### src/rtl/mac_pkg.sv
// mac_pkg: shared widths and arbiter state encoding for the MAC TX path
package mac_pkg;
  localparam int DATA_W = 64;
  localparam int USER_W = 80;
  localparam int KEEP_W = DATA_W / 8;
  typedef enum logic [1:0] {IDLE, BUSY0, BUSY1} arb_state_t;
endpackage

### src/rtl/axis_fifo2.sv
// axis_fifo2: 2-entry registered FIFO, output driven straight from the head register
module axis_fifo2 #(
  parameter int W = 8
) (
  input  logic         i_clk,
  input  logic         i_rst_n,
  input  logic         push,
  input  logic [W-1:0] din,
  input  logic         pop,
  output logic [W-1:0] dout,
  output logic [1:0]   count
);
  logic [W-1:0] tail;
  logic do_push, do_pop;
  assign do_pop  = pop && count != 2'd0;
  assign do_push = push && (count != 2'd2 || do_pop);
  always_ff @(posedge i_clk or negedge i_rst_n)
    if (!i_rst_n) begin
      dout  <= '0;
      tail  <= '0;
      count <= '0;
    end else begin
      count <= count + {1'b0, do_push} - {1'b0, do_pop};
      if (do_push && (count == 2'd0 || (count == 2'd1 && do_pop))) dout <= din;
      else if (do_pop && count == 2'd2) dout <= tail;
      if (do_push && (count == 2'd2 || (count == 2'd1 && !do_pop))) tail <= din;
    end
endmodule

### src/rtl/mac_tx_arbiter.sv
// mac_tx_arbiter: frame-level round-robin merge of two AXI-Stream sources into the MAC TX stream
module mac_tx_arbiter
  import mac_pkg::*;
#(
  parameter int P_DATA_W = DATA_W,
  parameter int P_USER_W = USER_W,
  parameter int P_CNT_W  = 16
) (
  input  logic                  i_clk,
  input  logic                  i_rst_n,
  input  logic [P_DATA_W-1:0]   s0_axis_tdata,
  input  logic [P_USER_W-1:0]   s0_axis_tuser,
  input  logic [P_DATA_W/8-1:0] s0_axis_tkeep,
  input  logic                  s0_axis_tlast,
  input  logic                  s0_axis_tvalid,
  output logic                  s0_axis_tready,
  input  logic [P_DATA_W-1:0]   s1_axis_tdata,
  input  logic [P_USER_W-1:0]   s1_axis_tuser,
  input  logic [P_DATA_W/8-1:0] s1_axis_tkeep,
  input  logic                  s1_axis_tlast,
  input  logic                  s1_axis_tvalid,
  output logic                  s1_axis_tready,
  output logic [P_DATA_W-1:0]   m_axis_tdata,
  output logic [P_USER_W-1:0]   m_axis_tuser,
  output logic [P_DATA_W/8-1:0] m_axis_tkeep,
  output logic                  m_axis_tlast,
  output logic                  m_axis_tvalid,
  input  logic                  m_axis_tready,
  output logic [P_CNT_W-1:0]    o_frame_cnt0,
  output logic [P_CNT_W-1:0]    o_frame_cnt1
);
  localparam int W = P_DATA_W + P_USER_W + P_DATA_W / 8 + 1;
  arb_state_t state, state_nx;
  logic last_srv, sel, acc, acc_last;
  logic [1:0] count;
  logic [W-1:0] din, dout;
  assign sel = state == BUSY1;
  assign s0_axis_tready = state == BUSY0 && count != 2'd2;
  assign s1_axis_tready = state == BUSY1 && count != 2'd2;
  assign acc = (s0_axis_tvalid && s0_axis_tready) || (s1_axis_tvalid && s1_axis_tready);
  assign din = sel ? {s1_axis_tlast, s1_axis_tkeep, s1_axis_tuser, s1_axis_tdata}
                   : {s0_axis_tlast, s0_axis_tkeep, s0_axis_tuser, s0_axis_tdata};
  assign acc_last = acc && din[W-1];
  // On a tie the port not served last wins; the grant then holds until tlast.
  always_comb begin
    state_nx = state;
    if (state == IDLE)
      state_nx = (s0_axis_tvalid && s1_axis_tvalid) ? (last_srv ? BUSY0 : BUSY1) :
                 s0_axis_tvalid ? BUSY0 : s1_axis_tvalid ? BUSY1 : IDLE;
    else if (acc_last)
      state_nx = IDLE;
  end
  always_ff @(posedge i_clk or negedge i_rst_n)
    if (!i_rst_n) begin
      state        <= IDLE;
      last_srv     <= 1'b1;
      o_frame_cnt0 <= '0;
      o_frame_cnt1 <= '0;
    end else begin
      state <= state_nx;
      if (acc_last) last_srv <= sel;
      if (acc_last && !sel) o_frame_cnt0 <= o_frame_cnt0 + P_CNT_W'(1);
      if (acc_last && sel) o_frame_cnt1 <= o_frame_cnt1 + P_CNT_W'(1);
    end
  axis_fifo2 #(.W(W)) u_fifo (
    .i_clk   (i_clk),
    .i_rst_n (i_rst_n),
    .push    (acc),
    .din     (din),
    .pop     (m_axis_tready),
    .dout    (dout),
    .count   (count)
  );
  assign m_axis_tvalid = count != 2'd0;
  assign {m_axis_tlast, m_axis_tkeep, m_axis_tuser, m_axis_tdata} = dout;
endmodule

### config.mk
export PLATFORM = sky130hd
export DESIGN_NAME = mac_tx_arbiter
export DESIGN_NICKNAME = d
export VERILOG_FILES = /design/src/rtl/mac_pkg.sv /design/src/rtl/axis_fifo2.sv /design/src/rtl/mac_tx_arbiter.sv
export SDC_FILE = /design/constraint.sdc
export NUM_CORES = 1
export LEC_CHECK = 0
export ABC_CLOCK_PERIOD_IN_PS = 4000
export BUFFER_PORTS_ARGS = -buffer_cell sky130_fd_sc_hd__buf_2
export CORE_AREA = 2 2 193 195
export CTS_CLUSTER_DIAMETER = 200
export CTS_CLUSTER_SIZE = 25
export DETAILED_ROUTE_END_ITERATION = 10
export DIE_AREA = 0 0 195 197
export PLACE_DENSITY_LB_ADDON = 0.05
export SETUP_SLACK_MARGIN = 0.4
export SLEW_MARGIN = 20
export SYNTH_ARGS = -nofsm -noshare
export SYNTH_HDL_FRONTEND = slang
export SYNTH_HIERARCHICAL = 1
export SYNTH_SLANG_ARGS = --single-unit
### constraint.sdc
create_clock -name i_clk -period 4 [get_ports i_clk]
set_clock_uncertainty 0.2 [all_clocks]
set_input_delay 0.6 -clock i_clk [delete_from_list [all_inputs] [get_ports i_clk]]
set_output_delay 0.6 -clock i_clk [all_outputs]
set_load 0.02 [all_outputs]
# After elaboration in Yosys (flattened, before gate mapping)
# Cells that the tools add are included.
# op_classes
n_addsub	4
muxes	9
n_eq_ne	5
n_reduce_logical	26
# op_table
operator	n
$mux W153	3
$add A16 B1 Y16 const B	2
$logic_and A1 B1 Y1	15
$mux W2	6
$reduce_bool A2 Y1	3
$eq A2 B1 Y1 const B	2
$eq A2 B2 Y1 const B	2
$logic_not A2 Y1	2
$logic_or A1 B1 Y1	4
$add A2 B1 Y2	1
$logic_not A1 Y1	2
$ne A2 B2 Y1 const B	1
$sub A2 B1 Y2	1
# word_totals
register_bits	343
output_inout_bits	188
inputBits	311

# Logic depth before layout (Yosys ltp)
# logic_depth
word_depth	7
depth_mapped	9

# Modules after synthesis
# The synthesis kept the hierarchy.
# modules_own_cells
mod	n_inst	cells_each	seq_area_each_um2	area_each_um2
axis_fifo2	1	833	7707.4	13574.3
mac_tx_arbiter	1	648	877.1	3606.0

# Least setup slack after synthesis
# OpenSTA, ideal clock, no wires.
# synth_path
kind	flip-flop to flip-flop
from	register u_fifo.count[1]
to	register u_fifo.dout[100]
path_buffers	3
setup_time_ps	125
required_ps	3675
slack_ps	1509
stages_incl_launch_ff	8
t_arrival_ps	2167
cell_sequence	dfrtp_1 nor2b_1 nor2_1 nand3b_1 clkbuf_1 buf_2 buf_2 mux2_2
# synth_via
elab_chain_cells	7
elab_cells_between_ends	19
cone_classes	3 x eq/ne; 1 x mux; 15 x reduce/logical
# synth_lines
element	line	text
start, declared	axis_fifo2.sv:11	output logic [1:0] count
start signal, assigned	axis_fifo2.sv:23	count <= count + {1'b0, do_push} - {1'b0, do_pop};
$ne A2 B2 Y1 *	mac_tx_arbiter.sv:38, mac_tx_arbiter.sv:39	
$logic_and A1 B1 Y1 (on tied branches)	mac_tx_arbiter.sv:38, mac_tx_arbiter.sv:39	
$logic_and A1 B1 Y1	mac_tx_arbiter.sv:40	assign acc = (s0_axis_tvalid && s0_axis_tready) || (s1_axis_tvalid && s1_axis_tready);
$logic_or A1 B1 Y1 *	mac_tx_arbiter.sv:40	
net acc	mac_tx_arbiter.sv:34	logic last_srv, sel, acc, acc_last;
$logic_and A1 B1 Y1 *	axis_fifo2.sv:16	assign do_push = push && (count != 2'd2 || do_pop);
$logic_and A1 B1 Y1 *	axis_fifo2.sv:24	if (do_push && (count == 2'd0 || (count == 2'd1 && do_pop))) dout <= din;
$mux W153 or $reduce_bool A2 Y1 (tied branches)	--	
end signal, assigned	axis_fifo2.sv:24	
end signal, assigned	axis_fifo2.sv:25	else if (do_pop && count == 2'd2) dout <= tail;
end, declared	axis_fifo2.sv:10	output logic [W-1:0] dout,
# Mark *: on every way through the listed nets, which the timed path passes. The rest lies on a longest branch.
# A chain may end at the register's enable or synchronous reset.

# Worst setup path in the final report
# layout_path
from	register u_fifo.count[1]
to	register u_fifo.tail[71]
# layout_via
elab_chain_cells	6
elab_cells_between_ends	16
cone_classes	3 x eq/ne; 13 x reduce/logical
# layout_lines
element	line	text
$ne A2 B2 Y1 *	mac_tx_arbiter.sv:38, mac_tx_arbiter.sv:39	
$logic_and A1 B1 Y1 (on tied branches)	mac_tx_arbiter.sv:38, mac_tx_arbiter.sv:39	
$logic_and A1 B1 Y1	mac_tx_arbiter.sv:40	
$logic_or A1 B1 Y1 *	mac_tx_arbiter.sv:40	
net acc	mac_tx_arbiter.sv:34	
$logic_and A1 B1 Y1 *	axis_fifo2.sv:16	
$logic_and A1 B1 Y1 *	axis_fifo2.sv:26	if (do_push && (count == 2'd2 || (count == 2'd1 && !do_pop))) tail <= din;
end signal, assigned	axis_fifo2.sv:26	
end, declared	axis_fifo2.sv:13	logic [W-1:0] tail;
# Marks and branches as above.

==> flow_summary.yaml <==
pwr:
  p_sw_share_pct: 38.7
  powerDensity_nw_per_um2: 776
  p_leak_uw: 0.0109
  p_int_uw: 9770
  clkPwrFrac_pct: 11.5
  seqPwrFrac_pct: 36.8
  vdd_drop_max_mv: 0.677
  combinationalPowerShare_pct: 51.7
  p_switching_uw: 6160
critical_path:
  cpMostUsedCell: "buf_12"
  crit_fanout: 30
  slowest_stage: "nor2b_1"
  crit_cells: 6
  crit_family: "simple AND/OR/NAND/NOR gates"
  crit_type: "flip-flop to flip-flop"
  r2r-start: "u_fifo/count[1]"
  critPathRequiredTime_ps: 4200
  ff2ff_setup_slack_ps: 1050
  cp-endpoint: "u_fifo/tail[71]"
  cp.arrival_ps: 3150
  startpoint: "u_fifo/count[1]"
  r2r_end: "u_fifo/tail[71]"
  r2r_cells: 6
  startpoint_type: "flip-flop"
  cpPeakStageDelay_ps: 530
  worstPathCellList: "nor2b_1 -> nor2_1 -> a21bo_4 -> buf_12 -> buf_12 -> mux2_2"
  cp-end-kind: "flip-flop"
  crit_buf_inv: 2
final_layout:
  nets: 2244
  diodes: 0
  regArea_um2: 8580
  fin_area_um2: 20500
  drive_above_1_share_pct: 52.2
  syn2layout_area_growth_pct: 19.5
  multiInputGateArea_um2: 8120
  fill_cells: 3247
grt:
  grt_pass1_vias: 11900
  gr-total-overflow: 0
  grt.total_usage_pct: 21.4
  grt_antenna_before_repair: 2
  grt_pass1_wl_um: 65300
  grt_max_degree: 154
clock_network:
  htreeDepth: 1
  cts_made_buffers: 17
  cts_max_path_buffers: 3
  cts.sinks: 343
  cts_setup_buffers: 0
  insertion_delay_ps: 500
  path_clk_slew_ps: 100
  cts_tree: "built"
  root_buffer: "clkbuf_16"
routing:
  routedWlPerCell_um: 17.6
  drt-pass1-iter-count: 4
  antenna_left: 0
  drt-total-wl_um: 42300
  vias: 12000
  drtIter0Drc: 497
  viasPerCell: 5.02
  remaining_drc_errors: 0
floorplan:
  dieHeight_um: 197
  die_area_um2: 38400
  initial_core_util_pct: 47.4
  coreArea_um2: 36300
  rows: 70
  die_w_um: 195
  pin_count: 499
timing:
  rsz0062_at_grt: "no"
  max-slew-margin-rel_pct: 32.7
  tightest_slew_ps: 1010
  drv_slew: 0
  fin_setup_tns_ps: 0
  min_period_ps: 2950
  hold_viol_final: 0
  fin_crit_sh_pct: 73.8
  finalSetupViolCount: 0
  whs_ps: 227
  fmax_mhz: 339
synth:
  yosysWarnings: 6
  syn_area_per_cell_um2: 11.6
  synth_seq_cells: 343
  synth_top_flop_cell: "dfrtp_1"
  synth_nets: 1795
  synth_edf_count: 0
  yosys.cell_types.count: 40
  syn-cell-area_um2: 17200
  synthArstFlopShare_pct: 100
  postSynthCellCount: 1481
  synth.yosys.seq_area_share_pct: 50.0
placement:
  gp_congestion: 0.771
  port_buffers: 498
  place_area_um2: 20100
  post-dp-hpwl_um: 30400
worst_hold_path:
  hold_path.class: "primary input to flip-flop"
outcome:
  outcome: "finished clean"
run:
  drv_cap: 0
==> what timing repair did <==
item | 4_1_cts | 5_1_grt
hold buffers | 1 | 0
hold endpoints to repair | 95 | 0
gates resized for setup | 0 | 0
==> power by group through the flow <==
stage | Clock (uW) | Sequential (uW) | Combinational (uW)
3_5_place_dp | 0 | 5940 | 8310
6_report | 1820 | 5870 | 8230
3_3_place_gp | 0 | 5880 | 8130
5_1_grt | 2050 | 6080 | 8970
4_1_cts | 1930 | 5870 | 8330
2_1_floorplan | 0 | 6750 | 5070
==> worst min-delay path by stage <==
stage | slack, ps | end | depth (start not counted) | startpoint
floorplan | 100 | o_frame_cnt0[0] | 0 | i_rst_n
global placement | 260 | o_frame_cnt0[15] | 1 | o_frame_cnt0[15]
detailed placement | 260 | o_frame_cnt0[15] | 1 | o_frame_cnt0[15]
CTS | 200 | u_fifo/tail[80] | 4 | s1_axis_tuser[16]
global route | 210 | u_fifo/tail[62] | 4 | s1_axis_tdata[62]
finish | 230 | u_fifo/dout[62] | 4 | s1_axis_tdata[62]
==> logic make-up after synthesis <==
family	after synthesis	synth area share, %
buffers and inverters	89	2.88
adder cells (fa/ha/maj)	3	0.219
AND/OR/NAND/NOR	543	13.0
multiplexers	459	31.6
flip-flops	343	50.0
XOR/XNOR	32	1.63
AO/OA/AOI/OAI	12	0.714
==> cell usage after synthesis, types with 4 or more instances <==
| cell | n | area share (%) |
|---|---|---|
| nor3_1 | 4 | 0.12 |
| nand4_1 | 10 | 0.36 |
| xor2_1 | 10 | 0.51 |
| clkbuf_1 | 26 | 0.57 |
| xnor2_1 | 22 | 1.1 |
| nand2_1 | 475 | 10 |
| mux2_2 | 389 | 25 |
| buf_2 | 50 | 1.5 |
| dfrtp_1 | 342 | 50 |
| nand3_1 | 14 | 0.41 |
| and3_1 | 4 | 0.15 |
| buf_8 | 8 | 0.70 |
| and4_1 | 4 | 0.20 |
| mux2_4 | 70 | 6.1 |
| nor2_1 | 13 | 0.28 |
==> per-layer routing <==
metal / global-route usage [%] / wire length (um) / share of wire [%]
met5: 0 / 11 / 0.026
met4: 4.44 / 814 / 1.9
met3: 4.71 / 2670 / 6.3
met2: 37.7 / 20900 / 49
met1: 27.2 / 18000 / 42
==> cell usage in the layout, fill, tap and decap left out, types with 4 or more instances in the layout <==
master / netlist / layout
nor2_1: 13 / 13
xor2_1: 10 / 10
buf_2: 50 / 497
and3_1: 4 / 4
buf_12: 0 / 10
mux2_2: 389 / 389
nand2_1: 475 / 475
xnor2_1: 22 / 22
buf_4: 0 / 7
clkbuf_16: 0 / 17
nand3_1: 14 / 14
nand4_1: 10 / 10
mux2_4: 70 / 70
and4_1: 4 / 4
dfrtp_1: 342 / 342
nor3_1: 4 / 4
==> area by class of cell <==
type                            count  share of cell area, %
Clock inverter                      1                 0.0427
Sequential cell                   343                   41.8
Multi-Input combinational cell   1049                   39.6
Tap cell                          468                   2.85
Timing Repair Buffer              517                   13.6
Inverter                            2                 0.0366
Clock buffer                       17                   2.07
==> registers in the layout (all words and copies together) (netlist names) <==
register,flops
state,2
u_fifo/tail,153
u_fifo/dout,153
o_frame_cnt0,16
last_srv,1
u_fifo/count,2
o_frame_cnt1,16
==> stage by stage <==
step / worst slack [ps] / util (%) / cells / total power, uW
finish: 1050 / 56.6 / 2397 / 15900
global route: 887 / 56.6 / 2397 / 17100
CTS: 721 / 56.5 / 2396 / 16100
detailed placement: 1030 / 55.3 / 2377 / 14300
global placement: 1100 / 55.3 / 2377 / 14000
floorplan: 1510 / - / 1481 / 11800
==> tightest hold or removal path, cell delays in order <==
cell and delay, ps:
buf_2 70, nand2_1 40, nand2_1 60, mux2_2 140
Power figures use the tool's default switching activity.
